<file path="config.mk">
export PLATFORM = sky130hd
export DESIGN_NAME = axis_adc_average
export DESIGN_NICKNAME = d
export VERILOG_FILES = /design/src/rtl/axis_adc_average.sv
export SDC_FILE = /design/constraint.sdc
export NUM_CORES = 1
export LEC_CHECK = 0
export CAP_MARGIN = 20
export CORE_ASPECT_RATIO = 1.75
export CORE_MARGIN = 1
export CORE_UTILIZATION = 50
export CTS_BUF_LIST = sky130_fd_sc_hd__clkbuf_4 sky130_fd_sc_hd__clkbuf_8
export DETAILED_ROUTE_END_ITERATION = 7
export GPL_ROUTABILITY_DRIVEN = 0
export PLACE_DENSITY = 0.87
export SYNTH_ARGS = -nofsm -noshare
export SYNTH_HDL_FRONTEND = slang
export SYNTH_SLANG_ARGS = --single-unit
</file>
<file path="constraint.sdc">
create_clock -name aclk -period 6.8 [get_ports aclk]
set_clock_uncertainty 0.05 [all_clocks]
set_input_delay 1.36 -clock aclk [delete_from_list [all_inputs] [get_ports aclk]]
set_output_delay 1.36 -clock aclk [all_outputs]
set_load 0.03 [all_outputs]
</file>
<file path="src/rtl/axis_adc_average.sv">
// ---------------------------------------------------------------------------
// axis_adc_average
//
// Boxcar decimator for the free-running ADC sample stream. Sums N consecutive
// signed samples and emits one full-width sum per window on an AXI4-Stream
// master. The input side never stalls: a finished sum that cannot be loaded
// into the output register (previous sum still waiting on tready) is dropped.
//
// Ports:
//   aclk           system clock, rising edge
//   areset         synchronous reset, active-high
//   cfg_data       decimation ratio N (unsigned), 0 = disabled
//   s_axis_tdata   signed ADC sample (already sign-extended upstream)
//   s_axis_tvalid  sample valid
//   s_axis_tready  always 1
//   m_axis_tdata   signed window sum
//   m_axis_tvalid  window sum valid
//   m_axis_tready  downstream ready
//   sts_data       dropped-sum counter (zero unless the macro below is set)
//
// Build option:
//   AXIS_ADC_AVERAGE_DROP_CNT_EN  enables the saturating 32-bit drop counter
//                                 on sts_data; otherwise sts_data is tied 0.
//
// ACC_WIDTH must be >= AXIS_TDATA_WIDTH + CNTR_WIDTH so a full window of
// extreme samples can never wrap the accumulator.
//
// State table:
//   state | meaning
//   IDLE  | cfg_data == 0 seen; samples ignored, waiting for a ratio
//   ACCUM | summing samples of the current window of N_q samples
// ---------------------------------------------------------------------------
module axis_adc_average #(
    parameter int AXIS_TDATA_WIDTH = 16,
    parameter int CNTR_WIDTH       = 16,
    parameter int ACC_WIDTH        = 32
) (
    input  logic                        aclk,
    input  logic                        areset,
    input  logic [CNTR_WIDTH-1:0]       cfg_data,
    input  logic [AXIS_TDATA_WIDTH-1:0] s_axis_tdata,
    input  logic                        s_axis_tvalid,
    output logic                        s_axis_tready,
    output logic [ACC_WIDTH-1:0]        m_axis_tdata,
    output logic                        m_axis_tvalid,
    input  logic                        m_axis_tready,
    output logic [31:0]                 sts_data
);

    typedef enum logic [0:0] {
        IDLE  = 1'b0,
        ACCUM = 1'b1
    } state_t;

    localparam logic [CNTR_WIDTH-1:0] CNT_ONE = {{(CNTR_WIDTH-1){1'b0}}, 1'b1};

    state_t                state_q, state_d;
    logic [ACC_WIDTH-1:0]  acc_q, acc_d;
    logic [CNTR_WIDTH-1:0] cnt_q, cnt_d;
    logic [CNTR_WIDTH-1:0] n_q, n_d;
    logic [ACC_WIDTH-1:0]  tdata_q, tdata_d;
    logic                  tvalid_q, tvalid_d;

    logic [ACC_WIDTH-1:0]  sample_ext;
    logic [ACC_WIDTH-1:0]  win_sum;
    logic                  win_done;
    logic                  out_load;

    assign sample_ext = {{(ACC_WIDTH-AXIS_TDATA_WIDTH){s_axis_tdata[AXIS_TDATA_WIDTH-1]}},
                         s_axis_tdata};
    assign win_sum    = acc_q + sample_ext;

    // Window sequencing: accumulator, sample counter and latched ratio.
    always_comb begin
        state_d  = state_q;
        acc_d    = acc_q;
        cnt_d    = cnt_q;
        n_d      = n_q;
        win_done = 1'b0;

        case (state_q)
            IDLE: begin
                // The transition edge only latches N; any sample present
                // on this edge is not part of the new window.
                if (cfg_data != '0) begin
                    n_d     = cfg_data;
                    acc_d   = '0;
                    cnt_d   = '0;
                    state_d = ACCUM;
                end
            end
            ACCUM: begin
                if (s_axis_tvalid) begin
                    if (cnt_q == n_q - CNT_ONE) begin
                        win_done = 1'b1;
                        acc_d    = '0;
                        cnt_d    = '0;
                        // Ratio changes take effect only at window boundaries.
                        n_d      = cfg_data;
                        if (cfg_data == '0) begin
                            state_d = IDLE;
                        end
                    end else begin
                        acc_d = win_sum;
                        cnt_d = cnt_q + CNT_ONE;
                    end
                end
            end
            default: begin
                state_d = IDLE;
            end
        endcase
    end

    // Output register: a new sum may load when the register is empty or is
    // being emptied on this same edge; otherwise the new sum is lost.
    always_comb begin
        tdata_d  = tdata_q;
        tvalid_d = tvalid_q;
        out_load = win_done && (!tvalid_q || m_axis_tready);

        if (out_load) begin
            tdata_d  = win_sum;
            tvalid_d = 1'b1;
        end else if (tvalid_q && m_axis_tready) begin
            tvalid_d = 1'b0;
        end
    end

    always_ff @(posedge aclk) begin
        if (areset) begin
            state_q  <= IDLE;
            acc_q    <= '0;
            cnt_q    <= '0;
            n_q      <= '0;
            tdata_q  <= '0;
            tvalid_q <= 1'b0;
        end else begin
            state_q  <= state_d;
            acc_q    <= acc_d;
            cnt_q    <= cnt_d;
            n_q      <= n_d;
            tdata_q  <= tdata_d;
            tvalid_q <= tvalid_d;
        end
    end

`ifdef AXIS_ADC_AVERAGE_DROP_CNT_EN
    logic [31:0] drop_cnt_q, drop_cnt_d;
    logic        drop;

    assign drop = win_done && !out_load;

    // Saturating so a long-stalled consumer never sees the count wrap to 0.
    always_comb begin
        drop_cnt_d = drop_cnt_q;
        if (drop && (drop_cnt_q != 32'hFFFF_FFFF)) begin
            drop_cnt_d = drop_cnt_q + 32'd1;
        end
    end

    always_ff @(posedge aclk) begin
        if (areset) begin
            drop_cnt_q <= '0;
        end else begin
            drop_cnt_q <= drop_cnt_d;
        end
    end

    assign sts_data = drop_cnt_q;
`else
    assign sts_data = 32'd0;
`endif

    assign s_axis_tready = 1'b1;
    assign m_axis_tdata  = tdata_q;
    assign m_axis_tvalid = tvalid_q;

endmodule

</file>
==> results summary <==
Of the available clock period, the critical path in the final layout requires 68.3%. For this run, the number of standard cells in the final layout without fillers is 941. The placed instance area is slightly below 7000 sq um. For this design, the sink count on the clock tree is 98.

The critical path in this run is classified as in2reg. The post-CTS setup repair buffer count came out at 0. The global-route wire length before repair is 23,100 microns.

The met3 routing resource usage after global routing came out at under 10%. The number of cell rows came out at 53. The max-capacitance violation count is 0. The area inside the core boundary is between 10,000 and 15,000 sq um. The detailed-route wire length per cell is around 15 microns. The maximum number of buffers from clock root to sink is 2. The y dimension of the die came out at around 150 microns.

The run finished with clean final reports. The final design utilization is about three fifths. The number of cells upsized or downsized after cts came out at 0.

After detailed routing, the total wire length is between 10,000 and 15,000 microns. Leaving out fill and tap cells, the most frequent cell in the layout is nor2_1. In the final timing run, aggregate negative setup slack is 0 ns. STA classifies the critical path startpoint as a primary input. In the layout the commonest cells are 115 x nor2_1, 98 x dfxtp_1, 67 x clkdlybuf4s50_1, 46 x mux2i_1, 35 x a21oi_1. The die outline area is ~13,000 sq um.

The via count of the first global-routing pass is between 5,000 and 6,000. Across all layers, the routed design uses roughly 5,300 vias. The area of all placed cells without fillers is 6980 sq um. For met1 alone, demand over resource in global routing was between 20% and 30%.

The leakage power figure came out at 0.00309 uW. The number of optimization iterations in the first detailed-route pass came out at 4. The count of flip-flops with a built-in enable after synthesis is 0. The clock transition at the registers of the reported paths is 0.09 ns. Setup violations remaining at the end of the flow were counted as 0. STA classifies the critical path endpoint as a flop. The die is between 80 and 90 microns wide.

The busiest layer in global routing is met2. The flip-flop cell with the highest count after synthesis is dfxtp_1. Global routing finished with a remaining overflow of 0. The number of library cell types mapped by synthesis came out at 67. Once placement completed, the tool counted placed cells totaling between 900 and 1,000. The DRC marker count from the first detailed-route iteration is 302. The final-report hold violation count came out at 0. The hold-fix buffer count after cts came out at 0.

The fraction of the mapped netlist area in compound gates is 18.5%. By area, the combinational part of the netlist is dominated by compound AO/OA/AOI/OAI gates. The summed instance area of the synthesized netlist is 6130 sq um.

The slew at the pin closest to its max-slew limit is between 0.9 and 1 ns. The adder and majority cell fraction of the synthesized area is under 10%. The global-route track usage on met2 is ~43%. The depth of the CTS H-tree came out at 3.

Once detail routing completed, the nets flagged for antenna violations numbered 0. Power spread over the standard cell area amounts to 181 nW/um^2. For this configuration, the core starts out at a cell density of between 50% and 60%.

Of the post-synthesis cell area, the part taken by muxes is under 10%. The largest fanout of any net on the critical path is 20. Yosys printed 0 warnings. The area fraction in and, or, nand and nor cells after synthesis came out at 18.0%. Setup repair after global routing left no endpoint under its margin. The I/O pin count is 102. For this run, asynchronously set or reset flops after synthesis account for 0%.

The count of port buffers added during placement came out at 68. In this run, synthesis produced a sequential element count of between 90 and 100. The fraction of layout cells with a size suffix above 1 is 5.15%. The minimum clock period is roughly 4.6 ns. The final-stage net count is roughly 840. The HPWL after detailed placement came out at ~10,000 microns. The maximum ir drop on the vdd rail is about 0.00012 V. The detailed-route DRC error count is 0. In this run the worst hold path is classified as reg2reg. The power consumption is approximately 1300 uW.

Counting the buffers created by CTS gives 9. The part of the Yosys area used for sequential elements is around a third. Headroom to the max-slew limit came out at 39.0%. Static timing analysis puts the maximum clock frequency at around 0.22 GHz. The number of cells produced by synthesis is a little over 700. The clock tree from TritonCTS is done. The worst path arrival time is 4.88 ns.

Entering global routing, the biggest net connects just under 90 pins. Summing the areas of all xor and xnor instances in the mapped netlist gives under 10% of the synthesized area. The root buffer cell chosen for the clock tree is clkbuf_8.

The number of max-slew violations in the final report came to 0. After synthesis, the mean cell area works out to between 8 and 9 sq um. STA puts the critical path data required time at roughly 7 ns. After detailed routing, the number of vias per cell comes to approximately 5.6.

The initial antenna violation count came out at 0. The clock latency on the worst-skew pair came out at 0.38 ns. The area growth from synthesis to layout came out at 13.8%. The total track usage is ~23%. The final antenna diode count is 0.
[registers in the layout (all words and copies together), names as in the netlist]
register,flops
acc_q,32
m_axis_tdata,32
cnt_q,16
n_q,16
m_axis_tvalid,1
state_q,1
[per-stage QoR]
stage,hold slack (ns),setup WS [ns]
3_5_place_dp,0.420,1.79
4_1_cts,0.432,2.17
3_3_place_gp,0.397,1.88
6_report,0.429,2.16
5_1_grt,0.445,1.81
2_1_floorplan,0.386,2.79
[worst max-delay path, stage by stage]
cell and delay, ns:
clkdlybuf4s50_1 0.45, buf_4 0.25, ha_1 0.33, a21oi_1 0.27, inv_1 0.07, or3_1 0.37
a31o_2 0.22, a211oi_1 0.59, a311oi_1 0.19, a311oi_1 0.41, xor2_1 0.12, o211a_1 0.22
[final timing paths]
path                                              from  cells past startpoint  slack [ns]                             to
worst max-delay path                  s_axis_tdata[15]                     12        2.16  m_axis_tdata[31]$_SDFFE_PP0P_
worst min-delay path            acc_q[27]$_SDFFE_PP0P_                      2        0.43         acc_q[27]$_SDFFE_PP0P_
worst max register to register     n_q[0]$_SDFFE_PP0P_                     12        3.34   m_axis_tdata[1]$_SDFFE_PP0P_
worst min register to register  acc_q[27]$_SDFFE_PP0P_                      2        0.43         acc_q[27]$_SDFFE_PP0P_
[per-layer routing]
| metal | wire [microns] | vias up |
|---|---|---|
| li1 | - | 2593 |
| met1 | 5270 | 2472 |
| met2 | 7580 | 146 |
| met3 | 563 | 40 |
| met4 | 526 | 0 |
| met5 | 0 | - |
[cells by family after synthesis]
family	Yosys count
and+or+nand+nor	228
AOI/OAI and AO/OA	164
DFF	98
buffers and inverters	83
xor gates and xnor gates	62
muxes	47
adders and majority gates	34
other	2
[cell type report]
cell class | instances | area (sq um)
repair buffers | 74 | 728
flip-flops and latches | 98 | 1960
clock buffers | 11 | 139
well taps | 165 | 206
multi-input cells | 568 | 3810
fillers | 1054 | 5030
clock inverters | 5 | 55.1
inverters | 20 | 75.1
[synthesized netlist by cell type, types with 7 or more instances]
| master | count | area, sq um |
|---|---|---|
| nand3_1 | 20 | 100 |
| a31oi_1 | 7 | 43.8 |
| xnor2_1 | 32 | 280 |
| xor2_1 | 30 | 263 |
| nor2b_1 | 7 | 43.8 |
| nor2_1 | 115 | 432 |
| a22oi_1 | 31 | 233 |
| nand2_1 | 30 | 113 |
| mux2i_1 | 46 | 460 |
| dfxtp_1 | 98 | 1960 |
| o21ai_0 | 19 | 95.1 |
| ha_1 | 33 | 413 |
| a21oi_1 | 35 | 175 |
| buf_4 | 35 | 263 |
| a21o_1 | 16 | 120 |
| nor3_1 | 8 | 40.0 |
| buf_2 | 7 | 35.0 |
| clkbuf_1 | 17 | 63.8 |
| a211oi_1 | 9 | 67.6 |
| inv_1 | 20 | 75.1 |
[power breakdown]
part           switching, uW  total, uW  internal (uW)
logic                    165        277            111
clock network            205        382            177
registers               17.0        607            590
total                    387       1270            878
No activity file was read; power rests on OpenSTA's default activity.
